## config.mk

```make
export PLATFORM = sky130hd
export DESIGN_NAME = cpu_trace_buffer
export DESIGN_NICKNAME = d
export VERILOG_FILES = /design/src/rtl/cpu_trace_pkg.sv /design/src/rtl/cpu_trace_buffer_ram.sv /design/src/rtl/cpu_trace_buffer.sv
export SDC_FILE = /design/constraint.sdc
export NUM_CORES = 2
export LEC_CHECK = 0
export ABC_AREA = 1
export BUFFER_PORTS_ARGS = -buffer_cell sky130_fd_sc_hd__buf_2
export CORE_MARGIN = 2
export CORE_UTILIZATION = 58
export CTS_BUF_LIST = sky130_fd_sc_hd__clkbuf_4
export DETAILED_ROUTE_END_ITERATION = 10
export PLACE_DENSITY = 0.82
export SLEW_MARGIN = 30
export SYNTH_ARGS = -nofsm -noshare
export SYNTH_HDL_FRONTEND = slang
export SYNTH_SLANG_ARGS = --single-unit
```

## constraint.sdc

```tcl
create_clock -name clock -period 6.4 [get_ports clock]
set_clock_uncertainty 0.2 [all_clocks]
set_input_delay 0.64 -clock clock [delete_from_list [all_inputs] [get_ports clock]]
set_output_delay 0.64 -clock clock [all_outputs]
set_load 0.02 [all_outputs]
```

## src/rtl/cpu_trace_pkg.sv

```systemverilog
// Shared definitions for the retirement trace recorder: FSM encoding, entry
// layout and field offsets inside a packed trace word.
package cpu_trace_pkg;

    localparam int TRACE_W   = 102;
    localparam int PC_LSB    = 70;
    localparam int INSTR_LSB = 38;
    localparam int WE_BIT    = 37;
    localparam int WADDR_LSB = 32;

    typedef enum logic [1:0] {
        ST_IDLE    = 2'd0,
        ST_ARMED   = 2'd1,
        ST_CAPTURE = 2'd2,
        ST_DONE    = 2'd3
    } state_t;

    // Same bit layout as the packed trace word, MSB first.
    typedef struct packed {
        logic [31:0] pc;
        logic [31:0] instr;
        logic        we;
        logic [4:0]  waddr;
        logic [31:0] wdata;
    } trace_entry_t;

endpackage

```

## src/rtl/cpu_trace_buffer_ram.sv

```systemverilog
// Trace storage: single-write, single-read synchronous RAM with a registered
// read port that forwards same-cycle write data when the addresses collide.
module trace_ram
    import cpu_trace_pkg::*;
#(
    parameter int DEPTH  = 16,
    parameter int ADDR_W = 4,
    parameter int WIDTH  = TRACE_W
) (
    input  logic              clock,
    input  logic              reset,
    input  logic              we,
    input  logic [ADDR_W-1:0] waddr,
    input  logic [WIDTH-1:0]  wdata,
    input  logic [ADDR_W-1:0] raddr,
    output logic [WIDTH-1:0]  rdata
);

    logic [WIDTH-1:0] mem [DEPTH];

    // NOTE: the storage array is deliberately never reset; validity is tracked
    // by the occupancy count in the parent, so clearing it would only cost logic.
    always_ff @(posedge clock) begin
        if (we) begin
            mem[waddr] <= wdata;
        end
    end

    // NOTE: clocked state is always assigned with <= so every register samples
    // pre-edge values regardless of statement order.
    always_ff @(posedge clock) begin
        if (reset) begin
            rdata <= '0;
        end else if (we && (waddr == raddr)) begin
            rdata <= wdata;
        end else begin
            rdata <= mem[raddr];
        end
    end

endmodule

```

## src/rtl/cpu_trace_buffer.sv

```systemverilog
// Retirement trace recorder: arms, waits for an optional PC trigger, then
// records PC / instruction / regfile write into a ring read out as a stream.
module cpu_trace_buffer
    import cpu_trace_pkg::*;
#(
    parameter int DEPTH     = 16,
    parameter int ADDR_W    = 4,
    parameter int WRAP_MODE = 0,
    parameter int FILTER_WR = 0
) (
    input  logic               clock,
    input  logic               reset,
    input  logic               arm,
    input  logic               trig_en,
    input  logic [31:0]        trig_pc,
    input  logic               cap_valid,
    input  logic [31:0]        cap_pc,
    input  logic [31:0]        cap_instr,
    input  logic               cap_rf_we,
    input  logic [4:0]         cap_rf_waddr,
    input  logic [31:0]        cap_rf_wdata,
    output logic               rd_valid,
    input  logic               rd_ready,
    output logic [TRACE_W-1:0] rd_data,
    output logic [ADDR_W:0]    count,
    output logic               overflow,
    output logic               triggered,
    output logic [1:0]         state
);

    localparam logic [ADDR_W:0] FULL_COUNT = (ADDR_W+1)'(DEPTH);

    state_t             state_q, state_n;
    logic [ADDR_W-1:0]  wr_ptr, wr_ptr_n;
    logic [ADDR_W-1:0]  rd_ptr, rd_ptr_n;
    logic [ADDR_W:0]    count_q, count_n;
    logic               overflow_q, overflow_n;
    logic               triggered_q, triggered_n;
    logic               fire, qualify, pop, full;
    logic               push_req, push, overwrite, drop, advance;
    logic               ram_we;
    logic [TRACE_W-1:0] cap_word;

    always_comb begin
        cap_word                      = '0;
        cap_word[PC_LSB +: 32]        = cap_pc;
        cap_word[INSTR_LSB +: 32]     = cap_instr;
        cap_word[WE_BIT]              = cap_rf_we;
        cap_word[WADDR_LSB +: 5]      = cap_rf_waddr;
        cap_word[31:0]                = cap_rf_wdata;
    end

    // NOTE: every signal written here gets a default first, so no path through
    // the block can leave one unassigned and infer a latch.
    always_comb begin
        state_n     = state_q;
        wr_ptr_n    = wr_ptr;
        rd_ptr_n    = rd_ptr;
        count_n     = count_q;
        overflow_n  = overflow_q;
        triggered_n = triggered_q;

        full      = (count_q == FULL_COUNT);
        pop       = rd_valid && rd_ready;
        qualify   = cap_valid && ((FILTER_WR == 0) || cap_rf_we);
        fire      = (state_q == ST_ARMED) && (!trig_en || (cap_valid && (cap_pc == trig_pc)));
        // The trigger cycle records the triggering instruction itself.
        push_req  = ((state_q == ST_CAPTURE) || fire) && qualify;
        push      = push_req && (!full || pop || (WRAP_MODE != 0));
        overwrite = push && full && !pop;
        drop      = qualify && full && !pop
                    && ((push_req && (WRAP_MODE == 0)) || (state_q == ST_DONE));
        advance   = pop || overwrite;

        if (arm) begin
            state_n     = ST_ARMED;
            wr_ptr_n    = '0;
            rd_ptr_n    = '0;
            count_n     = '0;
            overflow_n  = 1'b0;
            triggered_n = 1'b0;
        end else begin
            wr_ptr_n    = wr_ptr + ADDR_W'(push);
            rd_ptr_n    = rd_ptr + ADDR_W'(advance);
            count_n     = count_q + (ADDR_W+1)'(push) - (ADDR_W+1)'(advance);
            overflow_n  = overflow_q | overwrite | drop;
            triggered_n = triggered_q | fire;
            case (state_q)
                ST_ARMED:   if (fire) state_n = ST_CAPTURE;
                ST_CAPTURE: if ((WRAP_MODE == 0) && (count_n == FULL_COUNT)) state_n = ST_DONE;
                default:    state_n = state_q;
            endcase
        end
    end

    always_ff @(posedge clock) begin
        if (reset) begin
            state_q     <= ST_IDLE;
            wr_ptr      <= '0;
            rd_ptr      <= '0;
            count_q     <= '0;
            overflow_q  <= 1'b0;
            triggered_q <= 1'b0;
        end else begin
            state_q     <= state_n;
            wr_ptr      <= wr_ptr_n;
            rd_ptr      <= rd_ptr_n;
            count_q     <= count_n;
            overflow_q  <= overflow_n;
            triggered_q <= triggered_n;
        end
    end

    // Reading at the next head pointer keeps rd_data on the oldest entry with
    // one cycle of latency; the RAM forwards a write landing on that slot.
    assign ram_we = push && !arm && !reset;

    trace_ram #(
        .DEPTH  (DEPTH),
        .ADDR_W (ADDR_W),
        .WIDTH  (TRACE_W)
    ) u_ram (
        .clock (clock),
        .reset (reset),
        .we    (ram_we),
        .waddr (wr_ptr),
        .wdata (cap_word),
        .raddr (rd_ptr_n),
        .rdata (rd_data)
    );

    assign rd_valid  = (count_q != '0);
    assign count     = count_q;
    assign overflow  = overflow_q;
    assign triggered = triggered_q;
    assign state     = state_q;

endmodule

```

# Word-level counts from Yosys, hierarchy flattened
# Memories as Yosys holds them, arrays and structs flattened. A register that Yosys moved wholly into a read port is not among the register bits.
# Cells that the tools add are included.
# word_totals
out_inout_bits,112
elab_cells,60
mem_count,1
mem_bits_rw,1632
reg_bits,17
rom_bits,0
latchBits,0
# classes
n_shift,0
reduce_logical,28
n_mul,0
n_lt_le_gt_ge,0
addsub,4
n_eq_ne,10
div,0
muxes,7
bitwise_logic,3
# mem_list
name,words,width,rd,rd_ports_with_merged_regs,write_ports,line,rtl
u_ram.mem,16,102,1,1,1,cpu_trace_buffer_ram.sv:19,logic [WIDTH-1:0] mem [DEPTH];
# ops
cell,n
$eq A32 B32 Y1,1
$logic_and A1 B1 Y1,12
$eq A5 B5 Y1 const B,2
$add A4 B1 Y4,2
$reduce_and A3 Y1,2
$add A5 B1 Y5,1
$logic_not A1 Y1,5
$logic_or A1 B1 Y1,5
$reduce_bool A5 Y1,1
$sub A5 B1 Y5,1
$eq A2 B2 Y1 const B,2
$mux W2,2
$mux W4,1
$pmux W2 S2,1
$mux W1,3
$ne A3 B2 Y1 const B,1
$ne A3 B3 Y1 const B,1
$or A1 B1 Y1,3
$reduce_bool A3 Y1,1
$eq A2 B1 Y1 const B,1
$ne A2 B1 Y1 const B,1
$ne A2 B2 Y1 const B,1
$reduce_bool A2 Y1,1
$reduce_or A2 Y1,1

# Logic depth before layout (Yosys ltp)
# logic_depth
word_depth,15
depth_mapped,24
ltp_nobuf,24

# By module
# Synthesis repeated with hierarchy kept, for this count alone.
# hier_totals
hier_cells,7298
hier_area_um2,74584.0
# by_module_without_submodules
mod,area_each_um2,n_inst,cells_each,seq_area_each_um2
trace_ram,73152.7,1,7058,51049.0
cpu_trace_buffer,1431.4,1,240,340.3

# Least setup slack after synthesis
# No wires, ideal clock.
# synth_timing
path_type,input -> register
start,input port trig_pc[26]
end,"memory u_ram.mem[0][0] in the netlist's numbering, enable pin"
cell_stages,15
t_arrival_ps,6016
setup_time_ps,564
setup_slack_ps,-380
required_ps,5636
cell_sequence,nor2_1 > nor2_1 > nor2_1 > nand2_1 > nor2_1 > nand2_1 > nor2_1 > nand2_1 > nand2_1 > nand2_1 > nand2_1 > nand2_1 > nor2_1 > nand3_1 > nor2_1
# synth_between
elab_chain_len,11
# synth_rtl
element,line,rtl
start: declaration,cpu_trace_buffer.sv:15,"input logic [31:0] trig_pc,"
$eq A32 B32 Y1,cpu_trace_buffer.sv:66,fire = (state_q == ST_ARMED) && (!trig_en || (cap_valid && (cap_pc == trig_pc)));
$logic_and A1 B1 Y1,cpu_trace_buffer.sv:66,
$logic_or A1 B1 Y1,cpu_trace_buffer.sv:66,
$logic_and A1 B1 Y1,cpu_trace_buffer.sv:66,
$logic_or A1 B1 Y1,cpu_trace_buffer.sv:68,push_req = ((state_q == ST_CAPTURE) || fire) && qualify;
$logic_and A1 B1 Y1,cpu_trace_buffer.sv:68,
$logic_and A1 B1 Y1,cpu_trace_buffer.sv:69,push = push_req && (!full || pop || (WRAP_MODE != 0));
$logic_and A1 B1 Y1 (2 in series),cpu_trace_buffer.sv:116,assign ram_we = push && !arm && !reset;
$mux W1,cpu_trace_buffer_ram.sv:24,if (we) begin
$mux W1 (not written as such),cpu_trace_buffer_ram.sv:25,mem[waddr] <= wdata;
end: declaration,cpu_trace_buffer_ram.sv:19,
# No other way between the ends.

# Worst setup path in the final report
# layout_timing
start,input port cap_pc[2]
end,"memory u_ram.mem[10][23] in the netlist's numbering, enable pin"
# layout_between
elab_chain_len,11
# layout_rtl
element,line,rtl
start: declaration,cpu_trace_buffer.sv:17,"input logic [31:0] cap_pc,"
$eq A32 B32 Y1,cpu_trace_buffer.sv:66,
$logic_and A1 B1 Y1,cpu_trace_buffer.sv:66,
$logic_or A1 B1 Y1,cpu_trace_buffer.sv:66,
$logic_and A1 B1 Y1,cpu_trace_buffer.sv:66,
$logic_or A1 B1 Y1,cpu_trace_buffer.sv:68,
$logic_and A1 B1 Y1,cpu_trace_buffer.sv:68,
$logic_and A1 B1 Y1,cpu_trace_buffer.sv:69,
$logic_and A1 B1 Y1 (2 in series),cpu_trace_buffer.sv:116,
$mux W1,cpu_trace_buffer_ram.sv:24,
$mux W1 (not written as such),cpu_trace_buffer_ram.sv:25,
# No other way between the ends.

==> flow_summary.ini <==
[clocking]
cts_buffers = 435
cts_tree = done
cts_sinks = 1751
clockBufferDepth = 4
root_buffer = clkbuf_4
clock_latency_ns = 1.33
path_clk_slew_ns = 0.07
cts_max_level = 5

[placed_design]
dpl_cell_area_um2 = 71090
place_congestion = 0.8114
hpwlAfterDp_um = 87410
placedCellCount = 6800
dp_slack_ns = 1.585
port_buffers = 251

[synth]
synth_ff_type = edfxtp_1
ys_seq_area_share_pct = 75.28
syn-instance-count = 5321
yosysTopAreaCellShare_pct = 71.79
synthTopCellsByArea = edfxtp_1, o21ai_0, nor2_1, dfxtp_1, o221ai_1
async_reset_ff_share_pct = 0
ys_ff_latch = 1751
synth_edf_count = 1632
synth.yosys.warnings = 0
synth_fp_nets = 5472
synth_top_area_cell = edfxtp_1
syn_area_per_cell_um2 = 12.83
syn_area_um2 = 68260
yosysUniqueCellTypes = 31

[worst_hold_path]
hold_end = u_ram.mem[15][41]
whs_path_depth = 2
min-delay-path-class = input port to register
worstHoldStart = cap_instr[3]

[flow_run]
maxCapViolations = 0

[grt]
grt_usage_pct = 29.89
grt_max_degree = 212
antenna_found_initial = 8
gr-total-overflow = 0
grt_pass1_vias = 47550
grt_pass1_wl_um = 274900

[final_layout]
layout.nets = 6029
layout.cells.non_filler = 7747
fin_area_um2 = 78190
drive_above_1_share_pct = 16.55
syn2layout_area_growth_pct = 14.54
finish.utilization_pct = 67.11
final_cell_mix = edfxtp_1, nor2_1, o21ai_0, clkbuf_4, nand2_1
mostFrequentLayoutCell = edfxtp_1

[outcome]
outcome = finished clean

[power_and_ir_drop]
ir_worst_vdd_mv = 0.3980
p_per_area_nw_per_um2 = 339.1
leakage_nw = 27.18

[timing]
fmax_mhz = 196.7
fin_crit_sh_pct = 79.42
fin_ws_ns = 1.317
tightest_slew_ns = 1.201
slew_headroom_pct = 19.91
whs_ns = 0.06225
hold_violations = 0
final-setup-viol-count = 0
slew_violations = 0
rsz0062_at_grt = no
finalCriticalPeriod_ns = 5.083

[drt]
wl_per_cell_um = 23.76
routed-wl-met2_um = 87350
via_per_inst = 6.264
wl_met3_um = 23320
first_pass_iters = 8
top_layer_used = met5
wl_met1_um = 64900
num_vias = 48530
drt_iter0_markers = 7329
route.detailed.drc = 0
routed_wirelength_um = 184100
antenna_left = 0

[die]
ios = 252
initial_utilization_pct = 58.59
core_area_um2 = 116500
num_rows = 125
die_h_um = 347.1
die_x_um = 347.1
die-area_um2 = 120500

[setup_path]
reg2reg_to = u_ram.rdata[91]
r2r_start = count[3]
ff2ff_path_depth = 18
startpoint_type = input port
critPathArrivalTime_ns = 5.84
cp.required_ns = 7.16
path_class = input port to register
worst_setup_path_end_kind = register
r2r_slack_ns = 1.84
critical_path.max_fanout = 26
==> Yosys cell counts, drive strengths merged (2+ instances only) <==
cell	n
nor3	2
inv	197
clkbuf	311
xor2	5
nand3	114
nand2	267
dfxtp	119
o221ai	219
edfxtp	1632
o21ai	989
nor2	1128
o22ai	190
o21bai	30
nand4	8
a21oi	9
ha	10
o211ai	16
xnor2	13
buf	59
==> layer usage <==
| metal | vias to the layer above | track usage [%] |
|---|---|---|
| met3 | 578 | 6.729 |
| met5 | - | 0 |
| met2 | 3998 | 47.18 |
| met1 | 23040 | 38.95 |
| li1 | 20910 | - |
| met4 | 4 | 16.04 |
==> worst max-delay path, cell delays in order <==
cell	delay, ns
dlygate4sd3_1	0.54
dlygate4sd3_1	0.55
buf_2	0.19
xor2_1	0.16
nor2_1	0.16
nand3_1	0.31
nor2_1	0.28
nand2_1	0.10
nand2_1	0.08
dlygate4sd3_1	0.58
nand2_1	0.11
nand2_1	0.15
nand2_1	0.15
nor2_1	0.25
nand3_1	0.35
nor2_4	0.88
buf_12	0.32
==> metrics by stage <==
stage               total power [mW]  setup TNS (ns)
finish                         26.52               0
global route                   27.54               0
CTS                            26.41               0
detailed placement             17.41               0
global placement               17.28               0
floorplan                      15.90         -620.96
==> what timing repair did <==
item,CTS,global route
endpoints found under the hold margin,1751,0
hold buffers,165,0
buffers inserted,0,0
gates resized for setup,0,0
==> registers in the layout, indices dropped and copies added, names as in the netlist <==
signal,cells
count,5
overflow,1
rd_ptr,4
state,2
triggered,1
u_ram.mem,1632
u_ram.rdata,102
wr_ptr,4
==> power breakdown <==
group / switching [mW] / internal (mW)
clock: 4.41 / 4.69
sequential: 0.0734 / 12.6
combinational: 3.51 / 1.19
==> cells by family after synthesis <==
| kind of cell | count (synthesis) | synth area share (%) |
|---|---|---|
| flip-flops | 1751 | 75.28 |
| AO/OA/AOI/OAI | 1454 | 12.39 |
| buffers and inverters | 567 | 3.250 |
| XOR/XNOR | 18 | 0.2309 |
| AND/OR/NAND/NOR | 1520 | 8.635 |
| adder cells (fa/ha/maj) | 11 | 0.2126 |
==> worst max-delay path by stage <==
stage / from / to / cells after the start
finish: cap_pc[2] / u_ram.mem[10][23] / 17
floorplan: trig_pc[26] / u_ram.mem[0][0] / 15
global route: cap_pc[2] / u_ram.mem[10][1] / 17
CTS: cap_pc[2] / u_ram.mem[10][60] / 17
global placement: trig_pc[5] / u_ram.mem[10][8] / 16
detailed placement: cap_pc[5] / u_ram.mem[10][8] / 15
==> final cells by class <==
cell class | count | area, µm²
Antenna cell | 13 | 32.53
Clock buffer | 639 | 4797
Clock inverter | 130 | 609.3
Fill cell | 7535 | 38330
Inverter | 197 | 779.5
Multi-Input combinational cell | 3003 | 14810
Sequential cell | 1751 | 51390
Tap cell | 1524 | 1907
Timing Repair Buffer | 490 | 3862
(Power assumes the default switching activity.)
